$ cat src/rtl/arith_pipe_unit_pkg.sv
// Shared definitions for the two-stage arithmetic pipeline: B-path mode
// encodings, the registered result-flag bundle and the overflow helper.
package arith_pipe_unit_pkg;

    // B-path operand modes applied ahead of each half adder
    typedef enum logic [1:0] {
        SEL_B    = 2'b00,
        SEL_NB   = 2'b01,
        SEL_ZERO = 2'b10,
        SEL_ONES = 2'b11
    } sel_e;

    // Flags registered alongside the result in the output stage
    typedef struct packed {
        logic cout;
        logic ovf;
        logic zero;
        logic neg;
    } flags_t;

    // Two's-complement overflow: operands agree in sign, result does not
    function automatic logic signed_ovf(input logic a_msb, input logic y_msb,
                                        input logic r_msb);
        return (a_msb == y_msb) && (r_msb != a_msb);
    endfunction

endpackage

$ cat src/rtl/arith_half_adder_stage.sv
// N-bit adder slice with B-operand mode mux; one instance per pipeline stage.
module arith_half_adder_stage
    import arith_pipe_unit_pkg::*;
#(
    parameter int unsigned N = 4
) (
    input  logic [N-1:0] a,
    input  logic [N-1:0] b,
    input  sel_e         sel,
    input  logic         cin,
    output logic [N-1:0] y,
    output logic [N-1:0] sum,
    output logic         cout
);

    // Select the effective B operand
    always_comb begin
        y = b;
        unique case (sel)
            SEL_B:    y = b;
            SEL_NB:   y = ~b;
            SEL_ZERO: y = '0;
            SEL_ONES: y = '1;
            default:  y = b;
        endcase
    end

    // Widen by one bit so the carry falls out of the top
    assign {cout, sum} = {1'b0, a} + {1'b0, y} + {{N{1'b0}}, cin};

endmodule

$ cat src/rtl/arith_pipe_unit.sv
// Two-stage pipelined adder with valid/ready handshakes, an accumulator fed
// from completed results and a saturating completed-operation counter.
// Stage 1 adds the low halves; stage 2 adds the high halves using the
// registered low carry and registers the result plus flags as outputs.
module arith_pipe_unit
    import arith_pipe_unit_pkg::*;
#(
    parameter int unsigned WIDTH = 8,
    parameter int unsigned CNT_W = 16
) (
    input  logic             clk,
    input  logic             rst_n,
    input  logic             in_valid,
    output logic             in_ready,
    input  logic [WIDTH-1:0] in_a,
    input  logic [WIDTH-1:0] in_b,
    input  logic             in_cin,
    input  logic [1:0]       in_sel,
    input  logic             in_use_acc,
    input  logic             acc_clr,
    output logic             out_valid,
    input  logic             out_ready,
    output logic [WIDTH-1:0] out_d,
    output logic             out_cout,
    output logic             out_ovf,
    output logic             out_zero,
    output logic             out_neg,
    output logic [WIDTH-1:0] acc_q,
    output logic [CNT_W-1:0] op_count
);

    localparam int unsigned H = WIDTH / 2;

    // Stage 1 registers: low sum/carry and the untouched upper halves
    logic         s1_valid;
    logic [H-1:0] s1_lo_sum;
    logic         s1_lo_cout;
    logic [H-1:0] s1_a_hi;
    logic [H-1:0] s1_b_hi;
    sel_e         s1_sel;

    // Output stage flag register
    flags_t flags_q;

    // Handshake and flow-control terms
    logic out_hs;
    logic s2_load_ok;
    logic s1_adv;
    logic s1_load_ok;
    logic accept;

    // Operand selection
    logic [WIDTH-1:0] a_eff;
    sel_e             in_sel_e;

    // Adder slice results
    logic [H-1:0] lo_sum;
    logic         lo_cout;
    logic [H-1:0] lo_y_unused;
    logic [H-1:0] hi_sum;
    logic         hi_cout;
    logic [H-1:0] hi_y;
    flags_t       flags_d;

    assign in_sel_e = sel_e'(in_sel);

    // Flow control: a stage may load when empty or when it drains this cycle.
    // Accumulator-sourced requests wait for an empty pipe so they see the
    // latest accumulated value.
    always_comb begin
        out_hs     = out_valid & out_ready;
        s2_load_ok = ~out_valid | out_ready;
        s1_adv     = s1_valid & s2_load_ok;
        s1_load_ok = ~s1_valid | s1_adv;
        in_ready   = s1_load_ok & (~in_use_acc | (~s1_valid & ~out_valid));
        accept     = in_valid & in_ready;
    end

    // A operand source; a same-cycle clear makes the accumulator read as zero
    always_comb begin
        a_eff = in_a;
        if (in_use_acc) begin
            a_eff = acc_clr ? '0 : acc_q;
        end
    end

    arith_half_adder_stage #(
        .N (H)
    ) u_stage_lo (
        .a    (a_eff[H-1:0]),
        .b    (in_b[H-1:0]),
        .sel  (in_sel_e),
        .cin  (in_cin),
        .y    (lo_y_unused),
        .sum  (lo_sum),
        .cout (lo_cout)
    );

    arith_half_adder_stage #(
        .N (H)
    ) u_stage_hi (
        .a    (s1_a_hi),
        .b    (s1_b_hi),
        .sel  (s1_sel),
        .cin  (s1_lo_cout),
        .y    (hi_y),
        .sum  (hi_sum),
        .cout (hi_cout)
    );

    // Flags of the full-width result, evaluated in stage 2
    always_comb begin
        flags_d      = '0;
        flags_d.cout = hi_cout;
        flags_d.ovf  = signed_ovf(s1_a_hi[H-1], hi_y[H-1], hi_sum[H-1]);
        flags_d.zero = ({hi_sum, s1_lo_sum} == '0);
        flags_d.neg  = hi_sum[H-1];
    end

    // Stage 1: capture a new request or empty out as it moves on
    always_ff @(posedge clk or negedge rst_n) begin
        if (!rst_n) begin
            s1_valid   <= 1'b0;
            s1_lo_sum  <= '0;
            s1_lo_cout <= 1'b0;
            s1_a_hi    <= '0;
            s1_b_hi    <= '0;
            s1_sel     <= SEL_B;
        end else if (accept) begin
            s1_valid   <= 1'b1;
            s1_lo_sum  <= lo_sum;
            s1_lo_cout <= lo_cout;
            s1_a_hi    <= a_eff[WIDTH-1:H];
            s1_b_hi    <= in_b[WIDTH-1:H];
            s1_sel     <= in_sel_e;
        end else if (s1_adv) begin
            s1_valid   <= 1'b0;
        end
    end

    // Stage 2: result and flags only change on load, so they hold under stall
    always_ff @(posedge clk or negedge rst_n) begin
        if (!rst_n) begin
            out_valid <= 1'b0;
            out_d     <= '0;
            flags_q   <= '0;
        end else if (s1_adv) begin
            out_valid <= 1'b1;
            out_d     <= {hi_sum, s1_lo_sum};
            flags_q   <= flags_d;
        end else if (out_hs) begin
            out_valid <= 1'b0;
        end
    end

    assign out_cout = flags_q.cout;
    assign out_ovf  = flags_q.ovf;
    assign out_zero = flags_q.zero;
    assign out_neg  = flags_q.neg;

    // Accumulator tracks delivered results; clear takes priority
    always_ff @(posedge clk or negedge rst_n) begin
        if (!rst_n) begin
            acc_q <= '0;
        end else if (acc_clr) begin
            acc_q <= '0;
        end else if (out_hs) begin
            acc_q <= out_d;
        end
    end

    // Completed-operation counter, sticks at all-ones
    always_ff @(posedge clk or negedge rst_n) begin
        if (!rst_n) begin
            op_count <= '0;
        end else if (out_hs && (op_count != '1)) begin
            op_count <= op_count + {{(CNT_W-1){1'b0}}, 1'b1};
        end
    end

endmodule

$ cat config.mk
export PLATFORM = sky130hd
export DESIGN_NAME = arith_pipe_unit
export DESIGN_NICKNAME = d
export VERILOG_FILES = /design/src/rtl/arith_pipe_unit_pkg.sv /design/src/rtl/arith_half_adder_stage.sv /design/src/rtl/arith_pipe_unit.sv
export SDC_FILE = /design/constraint.sdc
export NUM_CORES = 1
export LEC_CHECK = 0
export CAP_MARGIN = 20
export CELL_PAD_IN_SITES_DETAIL_PLACEMENT = 0
export CELL_PAD_IN_SITES_GLOBAL_PLACEMENT = 1
export CORE_UTILIZATION = 40
export CTS_BUF_LIST = sky130_fd_sc_hd__clkbuf_8
export DETAILED_ROUTE_END_ITERATION = 7
export GPL_ROUTABILITY_DRIVEN = 1
export PLACE_DENSITY = 0.89
export SETUP_SLACK_MARGIN = 0.05
export SLEW_MARGIN = 15
export SYNTH_ARGS = -nofsm -noshare
export SYNTH_HDL_FRONTEND = slang
export SYNTH_SLANG_ARGS = --single-unit
export TNS_END_PERCENT = 20
$ cat constraint.sdc
create_clock -name clk -period 2.5 [get_ports clk]
set_input_delay 0.25 -clock clk [delete_from_list [all_inputs] [get_ports clk]]
set_output_delay 0.25 -clock clk [all_outputs]
set_load 0.005 [all_outputs]
# Yosys cells after proc, flatten, opt, wreduce, memory -nomap -nowiden
# Cells that the tools add are included.
# op_classes
n_addsub	5
eq_ne	9
mux	10
bitwise	13
n_reduce_logical	8
# ops
operator	count
$mux W8	4
$pmux W4 S4	2
$add A16 B1 Y16 const B	1
$ne A16 B16 Y1 const B	1
$add A4 B4 Y5	2
$add A5 B1 Y5	2
$eq A2 B2 Y1 const B	4
$logic_not A8 Y1	1
$not A4 Y4	2
$reduce_bool A2 Y1	3
$and A1 B1 Y1	5
$eq A2 B1 Y1 const B	2
$logic_not A2 Y1	2
$mux W1	4
$not A1 Y1	3
$or A1 B1 Y1	3
$logic_and A1 B1 Y1	2
$eq A1 B1 Y1	1
$ne A1 B1 Y1	1
# totals
register_bits	53
input_bits	25
output_inout_bits	38
wordCells	59

# Longest topological paths before layout
# depth
depth_word	7
ltp_mapped	9
mapped_depth_nobuf	9

# By module
# From an unflattened synthesis, not the netlist that was laid out.
# hier_totals
cells_unflattened	264
hier_area_um2	2735.1
# by_module_without_submodules
mod	instances	cells_each	area_per_inst_um2
arith_pipe_unit	1	207	2284.7
arith_half_adder_stage (u_stage_lo)	1	28	232.7
arith_half_adder_stage (u_stage_hi)	1	29	217.7

# Least setup slack after synthesis
# OpenSTA, ideal clock, no wires.
# synth_timing
kind	input to register
start	input acc_clr
end	register s1_lo_cout
t_arrival_ns	2.008
required_time_ns	2.368
slack_ns	0.360
path_stages	8
n_path_buf	1
cell_sequence	clkbuf_1 -> nand3b_1 -> o21ai_0 -> fa_1 -> fa_1 -> a21o_1 -> a211oi_1 -> a21oi_1
# synth_via
elab_chain_len	4
# synth_lines
element	line_no	source
start: declaration	arith_pipe_unit.sv:20	input logic acc_clr,
$mux W8	arith_pipe_unit.sv:83	a_eff = acc_clr ? '0 : acc_q;
$mux W8	arith_pipe_unit.sv:82	if (in_use_acc) begin
$add A4 B4 Y5	arith_half_adder_stage.sv:29	assign {cout, sum} = {1'b0, a} + {1'b0, y} + {{N{1'b0}}, cin};
$add A5 B1 Y5	arith_half_adder_stage.sv:29	
end signal: assignment	arith_pipe_unit.sv:132	s1_lo_cout <= lo_cout;
end: declaration	arith_pipe_unit.sv:37	logic s1_lo_cout;
# Every way passes these cells.
# A chain may end at the register's enable or synchronous reset.

# Final worst setup path
# layout_timing
start	register s1_b_hi[0]
end	register flags_q (netlist bit out_zero)
# layout_via
elab_chain_len	5
# layout_lines
element	line_no	source
start: declaration	arith_pipe_unit.sv:39	logic [H-1:0] s1_b_hi;
start signal: assignment	arith_pipe_unit.sv:134	s1_b_hi <= in_b[WIDTH-1:H];
$not A4 Y4	arith_half_adder_stage.sv:21	SEL_NB: y = ~b;
$pmux W4 S4 (*)	arith_half_adder_stage.sv:19	unique case (sel)
$add A4 B4 Y5 (*)	arith_half_adder_stage.sv:29	
$add A5 B1 Y5 (*)	arith_half_adder_stage.sv:29	
net hi_sum[1]	arith_pipe_unit.sv:60	logic [H-1:0] hi_sum;
$logic_not A8 Y1 (*)	arith_pipe_unit.sv:116	flags_d.zero = ({hi_sum, s1_lo_sum} == '0);
end signal: assignment	arith_pipe_unit.sv:150	flags_q <= flags_d;
end: declaration	arith_pipe_unit.sv:43	flags_t flags_q;
# The timed path passes the listed nets; every way through them passes the cells marked *.

==> parameters.txt <==
Parameter                              Value

Pwr
  Switching share of total power    roughly 32%
  Tot Pwr    around 3.0 mW
  Sequential group share of total power    42.2%
  P_leak    between 1.5 and 2 nW
  Worst-case vdd ir drop    around 0.00046 V
  Clock network power share    18.5%
  Net switching component of the power    slightly below 1 mW
  Comb power frac    39.3%
  Cell-internal power    2.048 mW
  PwrDens    847.7 mW/mm2

Timing
  Layout Skew    between 0.008 and 0.009 ns
  Fin Hold WS    between 0.4 and 0.5 ns
  Setup WS post-layout    ~0.23 ns
  Endpoints failing hold    0
  Max-slew violations    0
  RSZ-0062 raised after global routing    no
  Final TNS setup    0 ns
  Portion of the clock cycle consumed by the worst path in the final layout    90.62%
  Number of setup violations in the final report    0
  Maximum clock frequency    ~440 MHz
  Final critical delay including setup and external delays    approximately 2.3 ns
  Transition time at the pin with the least slew margin    roughly 0.61 ns
  Slew margin rel.    between 50% and 60%

Detailed routing
  Remaining number of nets flagged by the antenna check after routing    0
  M1 wire length    around 2.8 mm
  DRC marker count from the first detailed-route iteration    78
  Met3 Wirelength    254 um
  Number of vias per cell    just over 5
  Final routed wirelength across all metal layers    about 5.8 mm
  Per-cell routed wire length    roughly 15 um
  Highest metal layer with signal wires    met4
  Length of routed met2 wiring    ~2.7 mm
  Via count of the routed design    roughly 2,000
  Drt pass-1 iters    4
  Number of DRC violations after detailed routing    0

Synth
  Cell type contributing the most total cell area after synthesis    dfrtp_1
  Post-Synthesis Cells    roughly 250
  Ys flop type    dfrtp_1
  Most common library cells after synthesis    52 x dfrtp_1, 32 x nand2_1, 17 x xnor2_1
  Async SR Flop Fraction    100.0%
  Distinct cell type count of the synthesized netlist    40
  FF+latch count, synth    52
  Average cell area after synthesis    10.87 um2
  Nets in the synthesized netlist    approximately 280
  Number of warning messages in the yosys log    0
  Syn Std Cell Area    0.002663 mm2
  Fraction of post-synthesis cell area in the top cell type by area    48.87%
  Cell types with the largest area share after synthesis    dfrtp_1 49%, mux2_2 6.8%, xnor2_1 5.6%
  Count of flip-flops with a built-in enable after synthesis    0
  Seq/Total Area, Yosys    48.87%
  Count leader, synth    dfrtp_1

Layout
  Post-layout net count    approximately 350
  Post-route core utilization    between 50% and 60%
  Area added between synthesis and finish    33.51%
  Share of final-layout standard cells stronger than drive strength 1    between 10% and 20%
  # diodes    0

Floorplanning
  Die boundary width    between 80 and 90 um
  Die footprint    about 0.007 mm2
  Effective utilization at floorplan    between 40% and 50%
  Cell Rows    29
  Vertical extent of the die    between 80 and 90 um
  Core footprint    between 0.006 and 0.007 mm2
  IO Pins    63

Place
  # port buffers    62
  Routability cong.    0.8899
  Final HPWL from detailed placement    4.378 mm
  Pre-CTS setup slack    roughly 0.04 ns

Global route
  Wire length of the first global-routing pass    9.722 mm
  Vias in the first global route    between 1,500 and 2,000
  Maximum number of pins on one net before global-route repair    28
  Grt total ovfl    0
  Initial antenna violation count    0
  Tot GR Track Use    17.52%

Status
  Run status    finished, final reports clean

Clock tree
  Clk pin slew, worst setup/hold paths    ~0.090 ns
  Sinks on the clock net    52
  Worst-Skew Late Latency    ~0.30 ns
  CTS tree    built
  CTS Root Buffer Type    clkbuf_8
  CTS H-Tree Depth    2
  Number of buffers on the longest clock path    2
  Number of buffers inserted to repair setup after CTS    0
  Number of buffers created by CTS    5

Job
  Maximum Capacitance Violations    0

Critical path
  CP Buf/Inv Count    1
  Cell mode on critical path    fa_1
  Max incr delay on CP    about 0.45 ns
  Critical-path cell with the highest stage delay    fa_1
  Worst Setup Start Kind    flip-flop
  Required time at the worst-slack endpoint    ~2.7 ns
  Crit-path leading delay family    adder cells
  Crit path arrival time    about 2.5 ns
  Critical path cell sequence    nor2b_1, xnor2_1, fa_1, inv_1, fa_1, nor4_2, nand3b_1, nor3_1, a22o_1
  Biggest fanout along the worst timing path    2
  Critical Path End Type    flip-flop
  Critical Setup Path Class    flip-flop to flip-flop

Worst hold path
  Worst min-delay path class    input port to asynchronous set/reset pin
==> repair_timing <==
| action | CTS | global route |
|---|---|---|
| hold buffers | 1 | 0 |
| resized for setup | 0 | 1 |
| endpoints found under the setup margin | 0 | 1 |
| endpoints found under the hold margin | 25 | 0 |
==> power groups by stage <==
stage                     Clock, mW  Sequential [mW]  Combinational (mW)
after detailed placement          0             1.29                1.18
final                         0.558             1.27                1.18
after floorplan                   0             1.25               0.645
after CTS                     0.576             1.27                1.19
after global routing          0.604             1.31                1.30
after global placement            0             1.29                1.15
==> area by class of cell <==
| class | count | area, um2 |
|---|---|---|
| clock buffer | 5 | 68.82 |
| sequential | 52 | 1301 |
| multi-input combinational | 176 | 1299 |
| inverter | 8 | 30.03 |
| tap | 77 | 96.34 |
| fill | 575 | 2831 |
| timing repair buffer | 74 | 720.7 |
| clock inverter | 3 | 38.79 |
==> through the flow <==
step | cells | cell area, um2
after global routing | 395 | 3555
after floorplan | 245 | 2663
after global placement | 386 | 3431
final | 395 | 3555
after CTS | 395 | 3548
after detailed placement | 386 | 3431
==> registers in the layout, indices dropped and copies added (netlist names) <==
register    flops
out_valid       1
s1_a_hi         4
s1_sel          2
out_d           8
out_zero        1
op_count       16
out_cout        1
s1_lo_cout      1
s1_lo_sum       4
acc_q           8
s1_b_hi         4
out_ovf         1
s1_valid        1
==> layer usage <==
metal	vias up	track usage (%)
met2	58	27.20
met4	0	4.622
li1	989	-
met5	-	0
met1	995	25.64
met3	6	2.671
==> logic make-up after synthesis <==
| kind of cell | count (synthesis) | synth area share (%) |
|---|---|---|
| buf+inv | 17 | 2.585 |
| xor+xnor | 24 | 7.895 |
| compound gates | 41 | 9.305 |
| fa+ha+maj | 12 | 6.767 |
| flops | 52 | 48.87 |
| mux | 17 | 7.331 |
| simple gates | 82 | 17.25 |
==> layout by cell type, fill, tap and decap left out, types with 2 or more instances in the layout <==
master	n
nand3_1	7
ha_1	8
and2_1	4
nand4b_1	2
a21o_1	3
nand2b_1	10
o21ai_0	11
dfrtp_1	52
buf_4	10
a22o_1	3
a21oi_1	16
xor2_1	7
nor2b_1	3
fa_1	4
nor4_2	2
clkdlybuf4s50_1	61
clkbuf_8	5
nor2_1	4
nand2_1	32
nand4_2	2
a221oi_1	3
nand3b_1	3
xnor2_1	17
nor3_1	3
mux2_2	16
inv_1	9
nand4_1	4
==> worst reg2reg max path, stage by stage (launching register included) <==
cell and delay, ns:
dfrtp_1 0.38, nor2b_1 0.14, xnor2_1 0.13, fa_1 0.41
inv_1 0.10, fa_1 0.45, nor4_2 0.18, nand3b_1 0.10
nor3_1 0.18, a22o_1 0.14
==> path summary, 6_finish.rpt <==
check                      startpoint      endpoint  slack, ns  cells past startpoint
min reg2reg                  out_cout      out_cout       0.49                      2
max in group asynchronous       rst_n      out_d[2]       1.45                      3
min                             rst_n  op_count[14]       0.49                      2
max reg2reg                s1_b_hi[0]      out_zero       0.23                      9
max                        s1_b_hi[0]      out_zero       0.23                      9
min in group clk             out_cout      out_cout       0.49                      2
No activity file was read; power rests on OpenSTA's default activity.
